<file path="src/rtl/freq_pkg.sv">
// Shared types and default timing for the frequency-meter gate sequencer.
package freq_pkg;

    typedef enum logic [2:0] {IDLE, CLEAR, GATE, SETTLE, LATCH, HOLD} state_t;

    typedef logic [3:0] bcd_t;

    localparam int GATE_CYCLES_DEF   = 50_000_000;
    localparam int CLR_CYCLES_DEF    = 4;
    localparam int SETTLE_CYCLES_DEF = 8;
    localparam int HOLD_CYCLES_DEF   = 25_000_000;

    function automatic int max4(input int a, input int b, input int c, input int d);
        int m;
        m = a;
        if (b > m) m = b;
        if (c > m) m = c;
        if (d > m) m = d;
        return m;
    endfunction

endpackage

</file>
<file path="src/rtl/freq_gate_ctrl_if.sv">
// Host/counter-side signal bundle of freq_gate_ctrl.
// FREQ_RANGE_EN adds the range select input and the latched res_range output.
interface freq_gate_ctrl_if;
    import freq_pkg::*;

    logic start;
    logic cont;
    bcd_t cnt_high;
    bcd_t cnt_low;
    logic cnt_cn;
    logic cnt_clr;
    logic gate;
    bcd_t res_high;
    bcd_t res_low;
    logic overflow;
    logic busy;
    logic done;
`ifdef FREQ_RANGE_EN
    logic range;
    logic res_range;

    modport master (
        output start, cont, cnt_high, cnt_low, cnt_cn, range,
        input  cnt_clr, gate, res_high, res_low, overflow, busy, done, res_range
    );
    modport slave (
        input  start, cont, cnt_high, cnt_low, cnt_cn, range,
        output cnt_clr, gate, res_high, res_low, overflow, busy, done, res_range
    );
`else
    modport master (
        output start, cont, cnt_high, cnt_low, cnt_cn,
        input  cnt_clr, gate, res_high, res_low, overflow, busy, done
    );
    modport slave (
        input  start, cont, cnt_high, cnt_low, cnt_cn,
        output cnt_clr, gate, res_high, res_low, overflow, busy, done
    );
`endif

endinterface

</file>
<file path="src/rtl/freq_sync2.sv">
// Two-flop synchronizer for the counter carry, followed by a rising-edge detector.
module freq_sync2 (
    input  logic clk_50MHz,
    input  logic clr_n,
    input  logic async_in,
    output logic rise
);

    logic sync_p0, sync_p1, sync_p2;

    always_ff @(posedge clk_50MHz or negedge clr_n) begin
        if (!clr_n) begin
            sync_p0 <= 1'b0;
            sync_p1 <= 1'b0;
            sync_p2 <= 1'b0;
        end else begin
            sync_p0 <= async_in;
            sync_p1 <= sync_p0;
            sync_p2 <= sync_p1;
        end
    end

    assign rise = sync_p1 & ~sync_p2;

endmodule

</file>
<file path="src/rtl/freq_gate_ctrl.sv">
// Measurement sequencer: clear counter, open gate window, settle, latch BCD result.
// FREQ_RANGE_EN enables the x10 range select (gate of GATE_CYCLES/10).
module freq_gate_ctrl
    import freq_pkg::*;
#(
    parameter int GATE_CYCLES   = GATE_CYCLES_DEF,
    parameter int CLR_CYCLES    = CLR_CYCLES_DEF,
    parameter int SETTLE_CYCLES = SETTLE_CYCLES_DEF,
    parameter int HOLD_CYCLES   = HOLD_CYCLES_DEF
) (
    input  logic             clk_50MHz,
    input  logic             clr_n,
    freq_gate_ctrl_if.slave  bus
);

    localparam int MAX_CYC = max4(GATE_CYCLES, CLR_CYCLES, SETTLE_CYCLES, HOLD_CYCLES);
    localparam int TW      = $clog2(MAX_CYC) + 1;

    localparam logic [TW-1:0] CLR_LOAD    = TW'(CLR_CYCLES - 1);
    localparam logic [TW-1:0] GATE_LOAD   = TW'(GATE_CYCLES - 1);
    localparam logic [TW-1:0] SETTLE_LOAD = TW'(SETTLE_CYCLES - 1);
    localparam logic [TW-1:0] HOLD_LOAD   = TW'(HOLD_CYCLES - 1);

    state_t          state;
    logic [TW-1:0]   timer;
    logic [TW-1:0]   gate_load;
    logic            ovf_seen;
    logic            ovf_rise;
    logic            cnt_clr_q, gate_q, busy_q, done_q, overflow_q;
    bcd_t            res_high_q, res_low_q;

    freq_sync2 u_sync (
        .clk_50MHz (clk_50MHz),
        .clr_n     (clr_n),
        .async_in  (bus.cnt_cn),
        .rise      (ovf_rise)
    );

`ifdef FREQ_RANGE_EN
    localparam logic [TW-1:0] GATE_RNG_LOAD = TW'(GATE_CYCLES / 10 - 1);

    logic range_q, res_range_q, enter_clear;

    assign enter_clear = (state == IDLE && (bus.start || bus.cont)) ||
                         (state == HOLD && timer == '0 && bus.cont);

    // Range is frozen at CLEAR entry so a mid-measurement change cannot skew the gate
    always_ff @(posedge clk_50MHz or negedge clr_n) begin
        if (!clr_n) begin
            range_q     <= 1'b0;
            res_range_q <= 1'b0;
        end else begin
            if (enter_clear)
                range_q <= bus.range;
            if (state == SETTLE && timer == '0)
                res_range_q <= range_q;
        end
    end

    assign gate_load     = range_q ? GATE_RNG_LOAD : GATE_LOAD;
    assign bus.res_range = res_range_q;
`else
    assign gate_load = GATE_LOAD;
`endif

    always_ff @(posedge clk_50MHz or negedge clr_n) begin
        if (!clr_n) begin
            state      <= IDLE;
            timer      <= '0;
            ovf_seen   <= 1'b0;
            cnt_clr_q  <= 1'b0;
            gate_q     <= 1'b0;
            busy_q     <= 1'b0;
            done_q     <= 1'b0;
            overflow_q <= 1'b0;
            res_high_q <= '0;
            res_low_q  <= '0;
        end else begin
            done_q <= 1'b0;
            if (ovf_rise && (state == GATE || state == SETTLE))
                ovf_seen <= 1'b1;
            case (state)
                IDLE: begin
                    if (bus.start || bus.cont) begin
                        state     <= CLEAR;
                        timer     <= CLR_LOAD;
                        cnt_clr_q <= 1'b1;
                        busy_q    <= 1'b1;
                    end
                end
                CLEAR: begin
                    ovf_seen <= 1'b0;
                    if (timer == '0) begin
                        state     <= GATE;
                        timer     <= gate_load;
                        cnt_clr_q <= 1'b0;
                        gate_q    <= 1'b1;
                    end else begin
                        timer <= timer - TW'(1);
                    end
                end
                GATE: begin
                    if (timer == '0) begin
                        state  <= SETTLE;
                        timer  <= SETTLE_LOAD;
                        gate_q <= 1'b0;
                    end else begin
                        timer <= timer - TW'(1);
                    end
                end
                SETTLE: begin
                    if (timer == '0) begin
                        state      <= LATCH;
                        res_high_q <= bus.cnt_high;
                        res_low_q  <= bus.cnt_low;
                        overflow_q <= ovf_seen;
                        done_q     <= 1'b1;
                    end else begin
                        timer <= timer - TW'(1);
                    end
                end
                LATCH: begin
                    if (bus.cont) begin
                        state <= HOLD;
                        timer <= HOLD_LOAD;
                    end else begin
                        state  <= IDLE;
                        busy_q <= 1'b0;
                    end
                end
                HOLD: begin
                    if (timer == '0) begin
                        if (bus.cont) begin
                            state     <= CLEAR;
                            timer     <= CLR_LOAD;
                            cnt_clr_q <= 1'b1;
                        end else begin
                            state  <= IDLE;
                            busy_q <= 1'b0;
                        end
                    end else begin
                        timer <= timer - TW'(1);
                    end
                end
                default: begin
                    state     <= IDLE;
                    cnt_clr_q <= 1'b0;
                    gate_q    <= 1'b0;
                    busy_q    <= 1'b0;
                end
            endcase
        end
    end

    assign bus.cnt_clr  = cnt_clr_q;
    assign bus.gate     = gate_q;
    assign bus.busy     = busy_q;
    assign bus.done     = done_q;
    assign bus.overflow = overflow_q;
    assign bus.res_high = res_high_q;
    assign bus.res_low  = res_low_q;

endmodule

</file>
<file path="src/flat_wrapper.sv">
// flat-port wrapper written by rule: the top's interface ports become plain ports
module freq_gate_ctrl_flat import freq_pkg::*;
#(
    parameter int GATE_CYCLES   = GATE_CYCLES_DEF,
    parameter int CLR_CYCLES    = CLR_CYCLES_DEF,
    parameter int SETTLE_CYCLES = SETTLE_CYCLES_DEF,
    parameter int HOLD_CYCLES   = HOLD_CYCLES_DEF
)
  (clk_50MHz, clr_n, bus_start, bus_cont, bus_cnt_high, bus_cnt_low, bus_cnt_cn, bus_cnt_clr, bus_gate, bus_res_high, bus_res_low, bus_overflow, bus_busy, bus_done);
  freq_gate_ctrl_if bus_i ();
  input  logic clk_50MHz;
  input  logic clr_n;
  input wire logic [$bits(bus_i.start)-1:0] bus_start;
  input wire logic [$bits(bus_i.cont)-1:0] bus_cont;
  input wire logic [$bits(bus_i.cnt_high)-1:0] bus_cnt_high;
  input wire logic [$bits(bus_i.cnt_low)-1:0] bus_cnt_low;
  input wire logic [$bits(bus_i.cnt_cn)-1:0] bus_cnt_cn;
  output wire logic [$bits(bus_i.cnt_clr)-1:0] bus_cnt_clr;
  output wire logic [$bits(bus_i.gate)-1:0] bus_gate;
  output wire logic [$bits(bus_i.res_high)-1:0] bus_res_high;
  output wire logic [$bits(bus_i.res_low)-1:0] bus_res_low;
  output wire logic [$bits(bus_i.overflow)-1:0] bus_overflow;
  output wire logic [$bits(bus_i.busy)-1:0] bus_busy;
  output wire logic [$bits(bus_i.done)-1:0] bus_done;
  assign bus_i.start = bus_start;
  assign bus_i.cont = bus_cont;
  assign bus_i.cnt_high = bus_cnt_high;
  assign bus_i.cnt_low = bus_cnt_low;
  assign bus_i.cnt_cn = bus_cnt_cn;
  assign bus_cnt_clr = bus_i.cnt_clr;
  assign bus_gate = bus_i.gate;
  assign bus_res_high = bus_i.res_high;
  assign bus_res_low = bus_i.res_low;
  assign bus_overflow = bus_i.overflow;
  assign bus_busy = bus_i.busy;
  assign bus_done = bus_i.done;
  freq_gate_ctrl #(.GATE_CYCLES(GATE_CYCLES), .CLR_CYCLES(CLR_CYCLES), .SETTLE_CYCLES(SETTLE_CYCLES), .HOLD_CYCLES(HOLD_CYCLES)) u_core (.clk_50MHz(clk_50MHz), .clr_n(clr_n), .bus(bus_i));
endmodule
</file>
<file path="config.mk">
export PLATFORM = sky130hd
export DESIGN_NAME = freq_gate_ctrl_flat
export DESIGN_NICKNAME = d
export VERILOG_FILES = /design/src/rtl/freq_pkg.sv /design/src/rtl/freq_gate_ctrl_if.sv /design/src/rtl/freq_sync2.sv /design/src/rtl/freq_gate_ctrl.sv /design/src/flat_wrapper.sv
export SDC_FILE = /design/constraint.sdc
export NUM_CORES = 1
export LEC_CHECK = 0
export ABC_CLOCK_PERIOD_IN_PS = 5600
export CORE_MARGIN = 2
export CORE_UTILIZATION = 54
export DETAILED_ROUTE_END_ITERATION = 8
export GPL_ROUTABILITY_DRIVEN = 0
export HOLD_SLACK_MARGIN = 0.15
export PLACE_DENSITY = 0.76
export SYNTH_ARGS = -nofsm -noshare
export SYNTH_HDL_FRONTEND = slang
export SYNTH_SLANG_ARGS = --single-unit
</file>
<file path="constraint.sdc">
create_clock -name clk_50MHz -period 5.6 [get_ports clk_50MHz]
set_input_delay 1.12 -clock clk_50MHz [delete_from_list [all_inputs] [get_ports clk_50MHz]]
set_output_delay 1.12 -clock clk_50MHz [all_outputs]
set_load 0.02 [all_outputs]
</file>
==> impl_metrics.toml <==
[timing]
final-max-slew-violation-count = 0
grt_setup_unrepaired = "no"
setup-tns-final_ns = 0
tightest_slew_ns = 1.17
slew_headroom_pct = 21.9
period_needed_ns = 3.61
post-route-period-util_pct = 64.4
hold_ws_ns = 0.365
worst_slack_ns = 1.99
finClkSkew_ns = 0.00678
finalSetupViolations = 0
fmax_mhz = 277
finalHoldViolCount = 0

[synthesis]
yosysTopAreaCell = "dfrtp_1"
synth-seq-cells = 47
synthAdderAreaFrac_pct = 0.918
synth_xor_area_share_pct = 0
synth_area_per_cell_um2 = 8.97
synth_commonest_cells = "dfrtp_1 (47), o21ai_0 (27), nand2_1 (24), nor2_1 (20), a21oi_1 (19)"
synth.most_common_cell = "dfrtp_1"
seq_area_frac_synth_pct = 43.1
synth.distinct_cells = 51
synth_top_family_by_area = "simple AND/OR/NAND/NOR gates"
netlist_instances = 304
synth-simple-area-share_pct = 25.2
synth_area_leaders = "dfrtp_1 (43%), o21ai_0 (5.0%), mux2_2 (4.1%)"
synth_top_area_share_pct = 43.1
synth_nets = 319
synth-compound-area-share_pct = 22.3
synthFlopType = "dfrtp_1"
async_reset_ff_share_pct = 100
ys_warn_count = 0
mappedNetlistArea_mm2 = 0.00273
synth-edff-count = 0
muxShareOfSynthArea_pct = 4.13

[finish]
design_area_mm2 = 0.00311
final_nets = 333
drive_above_1_share_pct = 8.46
synthToLayoutAreaGrowth_pct = 14.0
fin_cells = 386
fillers = 388
final-seq-area_mm2 = 0.00118
multi_input_area_mm2 = 0.00143
antenna-diode-count = 0
final_util_pct = 64.9

[pwr]
ir_worst_vdd_v = 0.000173
p_leak_nw = 1.20
finalPower_uw = 909
powerDensity_mw_per_mm2 = 292

[drt]
wl_per_cell_um = 17.1
viasPerCell = 6.40
ant_nets = 0
drc_errors = 0
wirelength_um = 6610
vias = 2470
dr.pass1.iters = 5
drt_iter0_markers = 250

[place]
dp_hpwl_um = 4490
place_area_mm2 = 0.00297
dp_cells = 378
portBuffers = 25
dp_worst_setup_slack_ns = 2.00

[clock_tree]
cts_setup_buffers = 0
htreeDepth = 2
clock_latency_ns = 0.31
cts_made_buffers = 5
cts_hold_buffers = 0
cts_tree = "done"
cts_buffer_depth = 2
cts.clk_slew.worst_paths_ns = 0.09
cts_root_buf = "clkbuf_8"
cts_sinks = 47
cts_resized = 0

[floorplan]
initial_core_util_pct = 57.0
core_area_mm2 = 0.00479
die_h_um = 75.1
io_pins = 26
die_area_mm2 = 0.00563
row_count = 25
fp.dieW_um = 75.1

[global_route]
grtUsageTotal_pct = 25.8
grt_max_degree = 48
antenna_found_initial = 0
grt_first_pass_wirelength_um = 11000
globalRouteOverflowTotal = 0
grt_pass1_vias = 2284

[worst_setup_path]
critical_path.endpoint_type = "register"
critPathRequiredTime_ns = 5.80
cp.arrival_ns = 3.80
path_class = "reg -> reg"
cp-start-kind = "register"
path_max_fanout = 32

[worst_hold_path]
min_path_type = "reg -> reg"

[status]
status = "finished clean"

[run]
drv_cap = 0
==> cells by family (layout without fill, tap and decap cells) <==
kind of cell               Yosys count  after routing
AOI/OAI and AO/OA                   93             93
adders and majority gates            2              2
buffers and inverters               27             42
DFF                                 47             47
muxes                               10             10
and+or+nand+nor                    125            125
==> critical path, cell delays in order (launching register included) <==
cell and delay, ns:
dfrtp_1 0.43, nor3_1 0.45, nand4_1 0.60, o21ai_0 0.63, a221o_1 0.95, nor4_1 0.12, mux2_2 0.31
==> placed cells by master, fill, tap and decap left out, types with 2 or more instances in the layout <==
master and count:
o22ai_1 2, nor3_1 14, a22o_1 2, nand3_1 14, nor3_2 2, clkbuf_8 5
inv_1 9, or4_1 7, nand2_1 24, nor2_1 20, o311ai_0 5, nand4_1 4
a211oi_1 5, o21a_1 4, a31oi_1 2, nor2b_1 4, mux2_2 10, o32ai_1 2
ha_1 2, and2_1 2, bufinv_16 2, or2_2 2, or3_1 11, o211ai_1 4
dfrtp_1 47, o31ai_1 6, clkdlybuf4s50_1 24, o21ai_0 27, a21oi_1 19, nor4_1 10
a21o_1 6, nand2b_1 3
==> state kept, by name (all words and copies together), names as in the netlist, 3 cells and up <==
register / flops
u_core.bus.res_low: 4
u_core.state: 3
u_core.timer: 27
u_core.bus.res_high: 4
==> metal layers <==
metal	share of wire (%)	track usage, %	up-vias
li1	-	-	1178
met1	44	36.2	1178
met2	47	38.9	102
met3	6.9	5.76	12
met4	1.7	9.92	0
met5	0	0	-
==> path summary, 6_finish.rpt <==
kind,start,to,slack [ns],depth (start not counted)
max,u_core.timer[13]$_DFFE_PN0P_,u_core.timer[8]$_DFFE_PN0P_,1.99,6
min,u_core.u_sync.sync_p0$_DFF_PN0_,u_core.u_sync.sync_p1$_DFF_PN0_,0.37,0
max reg2reg,u_core.timer[13]$_DFFE_PN0P_,u_core.timer[8]$_DFFE_PN0P_,1.99,6
min reg2reg,u_core.u_sync.sync_p0$_DFF_PN0_,u_core.u_sync.sync_p1$_DFF_PN0_,0.37,0
max in group asynchronous,clr_n,u_core.timer[11]$_DFFE_PN0P_,3.94,1
min in group asynchronous,clr_n,u_core.bus.busy$_DFFE_PN0P_,1.00,1
==> power by group <==
| group | total [mW] | leakage (nW) | internal, mW | switching [mW] |
|---|---|---|---|---|
| Sequential | 0.445 | 0.562 | 0.381 | 0.0638 |
| Combinational | 0.167 | 0.575 | 0.0748 | 0.0918 |
| Clock | 0.297 | 0.0644 | 0.178 | 0.119 |
| Total | 0.909 | 1.20 | 0.634 | 0.275 |
==> final cells by class <==
class                           count  area share, %
Multi-Input combinational cell    230           46.1
Sequential cell                    47           37.9
Timing Repair Buffer               25           7.89
Tap cell                           67           2.70
Clock buffer                        5           2.22
Clock inverter                      3           2.17
Inverter                            9           1.09
Power figures use the tool's default switching activity.
